### src/rtl/load_unit.sv
`default_nettype none
// ============================================================================
// Module   : load_unit
// Purpose  : Memory-stage load unit. Accepts one load request at a time, runs
//            a request/acknowledge transaction on the data-memory port, then
//            extracts and sign/zero-extends the addressed byte, halfword or
//            word into a registered result for the writeback mux. Flags
//            misaligned/illegal-size requests and bus faults.
// Ports    : clk_in, rst_in (sync, active-high)
//            load_req_in, load_size_in, load_unsigned_in, addr_in, flush_in
//            dmem_req_o, dmem_addr_o, dmem_ack_in, dmem_rdata_in, dmem_err_in
//            load_output_o, load_valid_o, misaligned_o, access_fault_o, stall_o
// Config   : LOAD_TIMEOUT_EN - when defined, a WAIT that lasts TIMEOUT_CYCLES
//            cycles without ack is abandoned and reported as an access fault.
// Revision : 1.0 - initial release
// ============================================================================
module load_unit #(
    parameter int TIMEOUT_CYCLES = 16
) (
    input  logic        clk_in,
    input  logic        rst_in,
    input  logic        load_req_in,
    input  logic [1:0]  load_size_in,
    input  logic        load_unsigned_in,
    input  logic [31:0] addr_in,
    input  logic        flush_in,
    output logic        dmem_req_o,
    output logic [31:0] dmem_addr_o,
    input  logic        dmem_ack_in,
    input  logic [31:0] dmem_rdata_in,
    input  logic        dmem_err_in,
    output logic [31:0] load_output_o,
    output logic        load_valid_o,
    output logic        misaligned_o,
    output logic        access_fault_o,
    output logic        stall_o
);

    localparam logic [0:0] S_IDLE = 1'b0;
    localparam logic [0:0] S_WAIT = 1'b1;

    logic [0:0]  r_state;
    logic [29:0] r_word_addr;
    logic [1:0]  r_lane;
    logic [1:0]  r_size;
    logic        r_unsigned;
    logic        r_kill;
    logic [31:0] r_load_output;
    logic        r_load_valid;
    logic        r_misaligned;
    logic        r_access_fault;

    logic [0:0]  w_state_next;
    logic        w_kill_next;
    logic [31:0] w_output_next;
    logic        w_valid_next;
    logic        w_misaligned_next;
    logic        w_fault_next;
    logic        w_latch;
    logic        w_misaligned;
    logic        w_discard;
    logic [7:0]  w_byte;
    logic [15:0] w_half;
    logic [31:0] w_extracted;

`ifdef LOAD_TIMEOUT_EN
    localparam logic [7:0] c_timeout = TIMEOUT_CYCLES[7:0];
    logic [7:0] r_timeout_cnt;
    logic [7:0] w_cnt_next;
    assign w_cnt_next = r_timeout_cnt + 8'd1;
`endif

    // Size 11 is illegal and treated exactly like a misaligned access.
    assign w_misaligned = ((load_size_in == 2'b01) && addr_in[0])
                        || ((load_size_in == 2'b10) && (addr_in[1:0] != 2'b00))
                        || (load_size_in == 2'b11);

    // A flush arriving on the ack cycle itself also discards the result.
    assign w_discard = r_kill || flush_in;

    always_comb begin
        w_byte = dmem_rdata_in[7:0];
        case (r_lane)
            2'd0: w_byte = dmem_rdata_in[7:0];
            2'd1: w_byte = dmem_rdata_in[15:8];
            2'd2: w_byte = dmem_rdata_in[23:16];
            2'd3: w_byte = dmem_rdata_in[31:24];
            default: w_byte = dmem_rdata_in[7:0];
        endcase
        w_half = r_lane[1] ? dmem_rdata_in[31:16] : dmem_rdata_in[15:0];
        case (r_size)
            2'b00:   w_extracted = {{24{w_byte[7] & ~r_unsigned}}, w_byte};
            2'b01:   w_extracted = {{16{w_half[15] & ~r_unsigned}}, w_half};
            default: w_extracted = dmem_rdata_in;
        endcase
    end

    always_comb begin
        w_state_next      = r_state;
        w_kill_next       = r_kill;
        w_output_next     = r_load_output;
        w_valid_next      = 1'b0;
        w_misaligned_next = 1'b0;
        w_fault_next      = 1'b0;
        w_latch           = 1'b0;
        case (r_state)
            S_IDLE: begin
                w_kill_next = 1'b0;
                if (load_req_in && !flush_in) begin
                    if (w_misaligned) begin
                        w_misaligned_next = 1'b1;
                    end else begin
                        w_latch      = 1'b1;
                        w_state_next = S_WAIT;
                    end
                end
            end
            S_WAIT: begin
                if (dmem_ack_in) begin
                    w_state_next = S_IDLE;
                    w_kill_next  = 1'b0;
                    if (!w_discard) begin
                        if (dmem_err_in) begin
                            w_fault_next  = 1'b1;
                            w_output_next = 32'd0;
                        end else begin
                            w_valid_next  = 1'b1;
                            w_output_next = w_extracted;
                        end
                    end
                end else begin
                    if (flush_in) begin
                        w_kill_next = 1'b1;
                    end
`ifdef LOAD_TIMEOUT_EN
                    // Ack has priority; expiry only applies on a no-ack cycle.
                    if (w_cnt_next == c_timeout) begin
                        w_state_next  = S_IDLE;
                        w_kill_next   = 1'b0;
                        w_output_next = 32'd0;
                        w_fault_next  = !w_discard;
                    end
`endif
                end
            end
            default: w_state_next = S_IDLE;
        endcase
    end

    always_ff @(posedge clk_in) begin
        if (rst_in) begin
            r_state        <= S_IDLE;
            r_word_addr    <= 30'd0;
            r_lane         <= 2'd0;
            r_size         <= 2'd0;
            r_unsigned     <= 1'b0;
            r_kill         <= 1'b0;
            r_load_output  <= 32'd0;
            r_load_valid   <= 1'b0;
            r_misaligned   <= 1'b0;
            r_access_fault <= 1'b0;
        end else begin
            r_state        <= w_state_next;
            r_kill         <= w_kill_next;
            r_load_output  <= w_output_next;
            r_load_valid   <= w_valid_next;
            r_misaligned   <= w_misaligned_next;
            r_access_fault <= w_fault_next;
            if (w_latch) begin
                r_word_addr <= addr_in[31:2];
                r_lane      <= addr_in[1:0];
                r_size      <= load_size_in;
                r_unsigned  <= load_unsigned_in;
            end
        end
    end

`ifdef LOAD_TIMEOUT_EN
    always_ff @(posedge clk_in) begin
        if (rst_in || w_latch) begin
            r_timeout_cnt <= 8'd0;
        end else if ((r_state == S_WAIT) && !dmem_ack_in) begin
            r_timeout_cnt <= w_cnt_next;
        end
    end
`endif

    assign dmem_req_o     = (r_state == S_WAIT);
    assign dmem_addr_o    = {r_word_addr, 2'b00};
    assign load_output_o  = r_load_output;
    assign load_valid_o   = r_load_valid;
    assign misaligned_o   = r_misaligned;
    assign access_fault_o = r_access_fault;
    assign stall_o        = (r_state == S_WAIT)
                          || (load_req_in && !w_misaligned && !flush_in);

endmodule
`default_nettype wire

### config.mk
export PLATFORM = sky130hd
export DESIGN_NAME = load_unit
export DESIGN_NICKNAME = d
export VERILOG_FILES = /design/src/rtl/load_unit.sv
export SDC_FILE = /design/constraint.sdc
export NUM_CORES = 1
export LEC_CHECK = 0
export ABC_AREA = 1
export CORE_MARGIN = 5
export CORE_UTILIZATION = 40
export DETAILED_ROUTE_END_ITERATION = 16
export GPL_ROUTABILITY_DRIVEN = 1
export PLACE_DENSITY = 0.78
export SYNTH_ARGS = -nofsm -noshare
export SYNTH_HDL_FRONTEND = slang
export SYNTH_SLANG_ARGS = --single-unit
### constraint.sdc
create_clock -name clk_in -period 1.8 [get_ports clk_in]
set_input_delay 0.27 -clock clk_in [delete_from_list [all_inputs] [get_ports clk_in]]
set_output_delay 0.27 -clock clk_in [all_outputs]
set_load 0.03 [all_outputs]
==> results.py <==
metrics = {
    "finish": {
        "nFillCells": 730,
        "syn_to_final_growth_pct": 51.3,
        "seq_area_mm2": 0.00144,
        "multi_input_area_mm2": 0.00164,
        "instances_no_fill": 725,
        "n_antenna_cell": 0,
        "final_cell_mix": "clkdlybuf4s50_1, nand2_1, a21oi_1",
        "drive_gt1_share_pct": 9.68,
        "fin_nets": 688,
        "layout_commonest_cell": "clkdlybuf4s50_1",
    },
    "global_route": {
        "grt_overflow": 0,
        "grt_pass1_vias": 3662,
        "grt_max_degree": 32,
        "grt_util_all_layers_pct": 21.4,
        "antenna_found_initial": 0,
        "grt_first_pass_wirelength_mm": 17.6,
    },
    "clocking": {
        "cts_tree": "built",
        "cts_buffers": 9,
        "clk_pin_slew_ps": 70,
        "htreeDepth": 3,
        "cts_hold_buf": 0,
        "clock-root-buffer": "clkbuf_8",
        "clock_latency_ps": 350,
        "clock-sinks": 72,
        "clk_path_buf_depth": 2,
    },
    "yosys": {
        "seq_area_frac_synth_pct": 42.7,
        "ys_ff_latch": 72,
        "syn_area_per_cell_um2": 7.01,
        "yosys.area.top_type_share_pct": 42.7,
        "synth_cells": 481,
        "synth_largest_area_cell": "dfxtp_1",
        "synth_area_leaders": "dfxtp_1, nand2_1, a21oi_1",
        "netlist_area_mm2": 0.00337,
        "ys_types": 28,
        "synth_warnings": 0,
    },
    "sta": {
        "report.final.hold_viol_count": 0,
        "rsz0062_at_grt": "no",
        "drv_slew": 0,
        "max_freq_mhz": 578,
        "fin_ws_ps": 70.0,
        "fin_crit_ps": 1730,
        "totalNegativeSetupSlack_ps": 0,
        "min_period_over_period_pct": 96.1,
        "setup_viol_count_final": 0,
        "fin_skew_ps": 9.24,
    },
    "detailed_routing": {
        "antenna_left": 0,
        "via_per_inst": 5.19,
        "drt_iter0_markers": 161,
        "vias": 3760,
        "route.detailed.drc": 0,
        "routed_wl_mm": 11.0,
        "wl_per_cell_um": 15.2,
        "drt_pass1_iterations": 5,
    },
    "critical_path": {
        "timing.critical_path.buf_inv": 1,
        "slowest_delay_ps": 710,
        "crit_path_max_fanout": 4,
        "required_ps": 1530,
        "cp_cell_sequence": "clkdlybuf4s50_1",
        "crit_arrival_ps": 1460,
        "crit_path_start_kind": "register",
        "crit_path_top_delay_cell": "clkdlybuf4s50_1",
        "crit_family": "buffers and inverters",
        "crit_type": "register to output pin",
        "end_kind": "output pin",
    },
    "floorplan": {
        "dieArea_mm2": 0.0104,
        "die_y_um": 102,
        "fp.dieW_um": 102,
        "rows": 33,
        "initial_core_util_pct": 41.1,
        "core_mm2": 0.00822,
        "pin_count": 142,
    },
    "pwr": {
        "p_leak_nw": 2.00,
        "peakVddDrop_uv": 355,
        "power.density_mw_per_mm2": 721,
    },
    "placed_design": {
        "dp.final_hpwl_mm": 8.22,
        "placed_cells_incl_taps": 709,
        "dp_slack_ps": -77.9,
        "portBuffers": 139,
        "place.gp.congestion": 0.907,
    },
    "flow_run": {
        "max_cap_viol_count": 0,
    },
    "hold_path": {
        "hp-class": "primary input to register",
    },
    "outcome": {
        "status": "complete, no violations",
    },
}
flip-flops by register name, summed over array words and instances (netlist names), 2 cells and up:
signal,count
load_output_o,32
r_lane,2
r_size,2
r_word_addr,30
cells by family (layout without fill, tap and decap cells):
logic type             Yosys count  after routing  share of synthesized area [%]
DFF                             72             72                           42.7
AOI/OAI and AO/OA              113            113                           18.1
and+or+nand+nor                228            228                           30.2
other                            1              2                          0.111
buffers and inverters           67            205                           8.86
power breakdown:
group	switching, mW	total [mW]	internal (mW)	leakage (nW)
registers	0.0219	1.65	1.63	0.583
clock network	0.616	1.34	0.719	0.107
logic	0.380	0.695	0.315	1.31
final timing paths:
check	slack, ps	end	cells after the start	from
worst min register to register	460	r_word_addr[2]$_SDFFE_PP0P_	2	r_word_addr[2]$_SDFFE_PP0P_
worst max register to register	240	load_output_o[0]$_SDFFE_PP0P_	6	r_lane[1]$_SDFFE_PP0P_
worst min-delay path	220	r_lane[1]$_SDFFE_PP0P_	3	addr_in[1]
worst max-delay path	70	dmem_req_o	1	dmem_req_o$_SDFF_PP0_
cells in the mapped netlist:
cell type and instances:
nor3_4 1, o221ai_1 1, nand2_1 116, buf_4 3, nand2_4 1, nor4_1 1
inv_2 3, dfxtp_1 72, nor2_1 51, inv_1 26, nor3_1 2, a21oi_1 74
nand3_2 1, o22ai_1 1, or2_2 6, buf_2 11, o21ai_0 26, clkbuf_1 21
o2111ai_1 1, buf_6 3, or2_1 2, conb_1 1, a21oi_2 9, nand4_1 30
nand3_4 1, nand3_1 15, o21bai_1 1, nor3b_1 1
metal layers:
metal | up-vias | share of wire (%) | global-route usage [%]
met5 | - | 0 | 0
met1 | 1723 | 42 | 26.4
met3 | 17 | 9.5 | 6.48
met2 | 165 | 47 | 34.9
li1 | 1855 | - | -
met4 | 0 | 2.1 | 8.88
stage by stage:
| step | hold WS [ps] | instance area (um2) | total power [mW] | util (%) |
|---|---|---|---|---|
| floorplan | 405 | 3380 | 2.05 | - |
| global placement | 446 | 4880 | 2.37 | 59.4 |
| detailed placement | 451 | 4880 | 2.38 | 59.4 |
| CTS | 240 | 5090 | 3.72 | 62.0 |
| global route | 266 | 5100 | 3.84 | 62.1 |
| finish | 216 | 5100 | 3.68 | 62.1 |
layout make-up:
class / count / area share, %
inverter: 29 / 2.13
clock inverter: 4 / 1.03
multi-input combinational: 343 / 32.1
sequential: 72 / 28.2
tap: 105 / 2.57
clock buffer: 12 / 3.04
timing repair buffer: 160 / 30.9
repair_timing:
action	in CTS	in global routing
gates resized for setup	2	3
setup buffers	0	0
cloned	0	0
pin swaps	0	1
endpoints found under the setup margin	1	1
No activity file was read; power rests on OpenSTA's default activity.
